--- config.mk ---
export PLATFORM = sky130hd
export DESIGN_NAME = bcd_timer_core
export DESIGN_NICKNAME = d
export VERILOG_FILES = /design/src/rtl/bcd_timer_core.sv
export SDC_FILE = /design/constraint.sdc
export NUM_CORES = 1
export LEC_CHECK = 0
export ABC_AREA = 0
export BUFFER_PORTS_ARGS = -buffer_cell sky130_fd_sc_hd__buf_2
export CAP_MARGIN = 40
export CORE_ASPECT_RATIO = 1.25
export CORE_UTILIZATION = 40
export CTS_BUF_LIST = sky130_fd_sc_hd__clkbuf_8 sky130_fd_sc_hd__clkbuf_16
export DETAILED_ROUTE_END_ITERATION = 6
export GPL_TIMING_DRIVEN = 0
export PLACE_DENSITY = 0.57
export SYNTH_ARGS = -nofsm -noshare
export SYNTH_HDL_FRONTEND = slang
export SYNTH_SLANG_ARGS = --single-unit
--- constraint.sdc ---
create_clock -name clk -period 2.53 [get_ports clk]
set_input_delay 0.253 -clock clk [delete_from_list [all_inputs] [get_ports clk]]
set_output_delay 0.253 -clock clk [all_outputs]
set_load 0.01 [all_outputs]
--- src/rtl/bcd_timer_core.sv ---
// bcd_timer_core: N-digit BCD up/down timer with tick prescaler, pause and DONE state.
// Define TIMER_DONE_BLINK_EN to blink the LED bar once per tick while in DONE.
module bcd_timer_core #(
    parameter int DIGITS   = 2,
    parameter int TICK_DIV = 100000000,
    parameter int LEDS_N   = 16
) (
    input  logic                clk,
    input  logic                rst,
    input  logic                push,
    input  logic                restart,
    input  logic                mode,
    input  logic [4*DIGITS-1:0] load_value,
    output logic [4*DIGITS-1:0] count,
    output logic                running,
    output logic                paused,
    output logic                done,
    output logic [LEDS_N-1:0]   leds
);
    localparam int W = 4*DIGITS;
    localparam int PW = $clog2(TICK_DIV);
    localparam logic [PW-1:0] PMAX = PW'(TICK_DIV-1);
    typedef enum logic [1:0] {IDLE, RUN, PAUSE, DONE} state_t;
    state_t state_q, state_d;
    logic [W-1:0] count_q, count_d, lim, lim_q, lim_d, init, term, nxt;
    logic [PW-1:0] pre_q, pre_d;
    logic [LEDS_N-1:0] leds_q, leds_d;
    logic mode_q, mode_d, tick, running_q, paused_q, done_q;

    function automatic logic [W-1:0] bcd_step(input logic [W-1:0] v, input logic up);
        logic [W-1:0] r;
        logic c;
        r = v;
        c = 1'b1;
        for (int i = 0; i < DIGITS; i++) begin
            if (c) begin
                if (up) begin
                    c = v[4*i+:4] == 4'd9;
                    r[4*i+:4] = c ? 4'd0 : v[4*i+:4] + 4'd1;
                end else begin
                    c = v[4*i+:4] == 4'd0;
                    r[4*i+:4] = c ? 4'd9 : v[4*i+:4] - 4'd1;
                end
            end
        end
        return r;
    endfunction

    always_comb begin
        lim = load_value;
        for (int i = 0; i < DIGITS; i++)
            lim[4*i+:4] = load_value[4*i+:4] > 4'd9 ? 4'd9 : load_value[4*i+:4];
    end

    assign init = mode ? '0 : lim;
    assign term = mode_q ? lim_q : '0;
    assign nxt  = bcd_step(count_q, mode_q);
    assign tick = pre_q == PMAX;

    always_comb begin
        state_d = state_q;
        count_d = count_q;
        pre_d   = pre_q;
        mode_d  = mode_q;
        lim_d   = lim_q;
        if (restart) begin
            state_d = IDLE;
            pre_d   = '0;
            count_d = init;
        end else begin
            case (state_q)
                IDLE: begin
                    count_d = init;
                    pre_d   = '0;
                    if (push) begin
                        mode_d  = mode;
                        lim_d   = lim;
                        // start equals terminal in either direction exactly when lim is zero
                        state_d = lim == '0 ? DONE : RUN;
                    end
                end
                RUN: begin
                    if (push) state_d = PAUSE;
                    else begin
                        pre_d = tick ? '0 : pre_q + 1'b1;
                        if (tick) begin
                            count_d = nxt;
                            if (nxt == term) state_d = DONE;
                        end
                    end
                end
                PAUSE: if (push) state_d = RUN;
                DONE: begin
`ifdef TIMER_DONE_BLINK_EN
                    pre_d = tick ? '0 : pre_q + 1'b1;
`endif
                end
            endcase
        end
        leds_d = state_d == RUN || state_d == DONE ? '1 : state_d == PAUSE ? LEDS_N'(1) : '0;
`ifdef TIMER_DONE_BLINK_EN
        if (state_q == DONE && state_d == DONE) leds_d = tick ? ~leds_q : leds_q;
`endif
    end

    always_ff @(posedge clk or posedge rst) begin
        if (rst) begin
            state_q   <= IDLE;
            count_q   <= '0;
            pre_q     <= '0;
            mode_q    <= 1'b0;
            lim_q     <= '0;
            leds_q    <= '0;
            running_q <= 1'b0;
            paused_q  <= 1'b0;
            done_q    <= 1'b0;
        end else begin
            state_q   <= state_d;
            count_q   <= count_d;
            pre_q     <= pre_d;
            mode_q    <= mode_d;
            lim_q     <= lim_d;
            leds_q    <= leds_d;
            running_q <= state_d == RUN;
            paused_q  <= state_d == PAUSE;
            done_q    <= state_d == DONE;
        end
    end

    assign count   = count_q;
    assign running = running_q;
    assign paused  = paused_q;
    assign done    = done_q;
    assign leds    = leds_q;
endmodule

==> results.cfg <==
[floorplanning]
top_level_ports = 40
floorplan.initialDensity = 0.415
die_h_um = 102
die_area_um2 = 8450
die-width_um = 82.4
placementRows = 36
design.core.area_um2 = 7790

[cts]
cts_max_path_buffers = 2
clk_latency_ns = 0.30
cts_htree_levels = 2
cts_tree = yes
clk_root_buffer_cell = clkbuf_8
cts.sinks = 50
cts_post_setup_buffers_inserted = 0
clkSlewWorstSetupHoldPaths_ns = 0.10
cts-buffers-inserted = 5

[global_routing]
gr-usage-all-layers = 0.197
grt_antenna_before_repair = 0
grt_max_degree = 30
global_route.overflow_total = 0
grt_pass1_wl_um = 12800
grt_pass1_vias = 2590

[placement]
detailed_place_hpwl_um = 5880
place_congestion = 0.826
pre_cts_ws_ns = 0.135
io_buffer_count = 38

[worst_hold_path]
worstHoldStart = load_value[1]
min_path_cells = 3
hold_class = in2reg
hold_end = lim_q[1]

[logic_synthesis]
number_of_enable_flip_flop_cells_after_synthesis = 0
syn_area_um2 = 3230
synth_seq_cells = 50
ys_async_sr_fraction = 1.00
avgSynthCellArea_um2 = 8.37
post_synth_inst_count = 386
post_synth_num_cell_types = 60
ys_seq_area_frac = 0.387
yosys_most_used_dff = dfrtp_1
yosys_warnings = 0
mappedNetlistNets = 400

[sta]
min_period_over_period = 0.916
timing.final.hold_violations = 0
timing.setup.tns_ns = 0
max_freq_mhz = 431
fin_skew_ns = 0.0130
layout_setup_ws_ns = 0.211
worst_slew_margin_rel = 0.567
tightest_slew_ns = 0.650
timing.final.crit_period_ns = 2.32
setup_viol = 0
final-max-slew-violation-count = 0
rsz0062_at_grt = no

[drt]
routed_vias = 2866
postRouteAntennaNets = 0
postRouteWirelength_um = 8000
drcViolationCount = 0
post_drt_wl_per_cell_um = 15.1
drtIter0Drc = 98
post_drt_via_cell_ratio = 5.42
drt_pre_antenna_iters = 5

[pwr]
p_per_area_nw_per_um2 = 567
leakagePower_nw = 1.65
total_design_power_w = 0.00208
max-vdd-ir-drop_mv = 0.235

[worst_setup_path]
ff2ff_path_depth = 8
timing.critical_path.max_delay_family = compound AO/OA/AOI/OAI gates
critPathLaunchType = flip-flop
r2r-end = running
cp_common_cell = nor2_1
wp_data_required_ns = 2.73
critical_path.max_fanout = 9
r2r_setup_slack_ns = 0.21
cpMaxStageDelayCell = a221oi_1
cp.arrival_ns = 2.52
worst-path-buf-inv = 1
worstReg2RegStart = count[0]
crit_path_cell_trace = buf_2 -> nor2_1 -> nor3_1 -> a221oi_1 -> and4bb_2 -> a211o_1 -> nor2_1 -> o211a_1
worst_setup_path_end_kind = flip-flop
timing.setup.critical_path_class = reg2reg
crit_path_max_incr_delay_ns = 0.54

[status]
status = complete, no violations

[finish]
fill_cells = 792
antenna_cells = 0
area_growth_syn_to_layout_pct = 13.5
drive_gt1_frac = 0.207
final_stage_net_count = 447

[run]
maxCapViolCount = 0
[where the power goes]
part / switching (W) / leakage, nW / internal (W)
clock: 0.000264 / 0.0524 / 0.000217
sequential: 0.0000522 / 0.668 / 0.000854
combinational: 0.000415 / 0.927 / 0.000276
[layout by cell type (no fill, tap or decap), drive strengths merged, types with 3 or more instances in the layout]
master / netlist / layout
or2: 3 / 3
nand3: 15 / 15
o211a: 3 / 3
dfrtp: 50 / 50
nand4: 10 / 10
o211ai: 3 / 3
and3: 8 / 8
nand2b: 11 / 11
inv: 9 / 10
nor2b: 3 / 3
xor2: 20 / 20
nor4: 3 / 3
nor3: 16 / 16
o21ai: 36 / 36
clkbuf: 6 / 12
nor2: 61 / 61
mux2i: 3 / 3
a21oi: 11 / 11
and4: 4 / 4
a31oi: 3 / 3
nand2: 37 / 37
buf: 28 / 67
xnor2: 8 / 8
[worst min-delay path, stage by stage]
cell and delay, ns:
buf_2 0.10, nand2b_1 0.08, o21ai_0 0.07
[registers in the layout (all words and copies together) (netlist names)]
signal   cells
pre_q       27
count        8
lim_q        8
state_q      2
done         1
leds         1
mode_q       1
paused       1
running      1
[area by class of cell]
class,instances,area (um^2),area share
Buffer,34,214,0.0583
Clock buffer,6,82.6,0.0225
Clock inverter,2,8.76,0.00239
Inverter,9,33.8,0.00921
Multi-Input combinational cell,293,1740,0.474
Sequential cell,50,1250,0.341
Tap cell,95,119,0.0324
Timing Repair Buffer,40,220,0.0600
[cells in the mapped netlist, drive strengths merged, types with 3 or more instances]
cell type | number | area, um^2
and4 | 4 | 35.0
nor3 | 16 | 96.4
o211ai | 3 | 36.3
clkbuf | 6 | 22.5
or2 | 3 | 18.8
buf | 28 | 191
nand2 | 37 | 139
and3 | 8 | 55.1
nor2 | 61 | 234
o211a | 3 | 30.0
nand4 | 10 | 62.6
nor2b | 3 | 18.8
xnor2 | 8 | 70.1
a31oi | 3 | 18.8
nand3 | 15 | 75.1
xor2 | 20 | 175
inv | 9 | 33.8
nand2b | 11 | 68.8
nor4 | 3 | 25.0
mux2i | 3 | 30.0
dfrtp | 50 | 1250
o21ai | 36 | 184
a21oi | 11 | 55.1
[metrics by stage]
step                      cell area (um^2)   util  cells  hold slack (ns)
final                                 3670  0.471    529            0.237
after global routing                  3670  0.471    529            0.237
after CTS                             3660  0.470    529            0.235
after detailed placement              3560  0.457    520            0.320
after global placement                3540  0.454    519            0.466
after floorplan                       3230      -    386            0.358
[how the worst max path moves through the flow]
stage                    start        to  slack [ns]  cells past startpoint
floorplan             count[0]   running        0.52                      8
global placement    state_q[0]  count[7]        0.14                      8
detailed placement  state_q[0]  count[7]        0.13                      8
CTS                 state_q[0]  count[7]        0.11                      8
global route          count[0]   running        0.05                      8
finish                count[0]   running        0.21                      8
[logic make-up after synthesis]
family / count (synthesis) / share of synthesized area
and+or+nand+nor: 184 / 0.290
AOI/OAI and AO/OA: 77 / 0.157
DFF: 50 / 0.387
buffers and inverters: 43 / 0.0767
xor gates and xnor gates: 28 / 0.0759
muxes: 3 / 0.00929
adders and majority gates: 1 / 0.00387
[per-layer routing]
metal	GRT usage	vias to the layer above	part of all wire
met5	0	-	0
met4	0.0621	0	0.010
met3	0.0257	7	0.025
met2	0.337	46	0.52
met1	0.255	1394	0.45
li1	-	1419	-
[what timing repair did]
action	CTS	global route
hold endpoints to repair	21	0
setup endpoints to repair	0	31
hold buffers	1	0
resized for setup	0	2
Power figures use the tool's default switching activity.
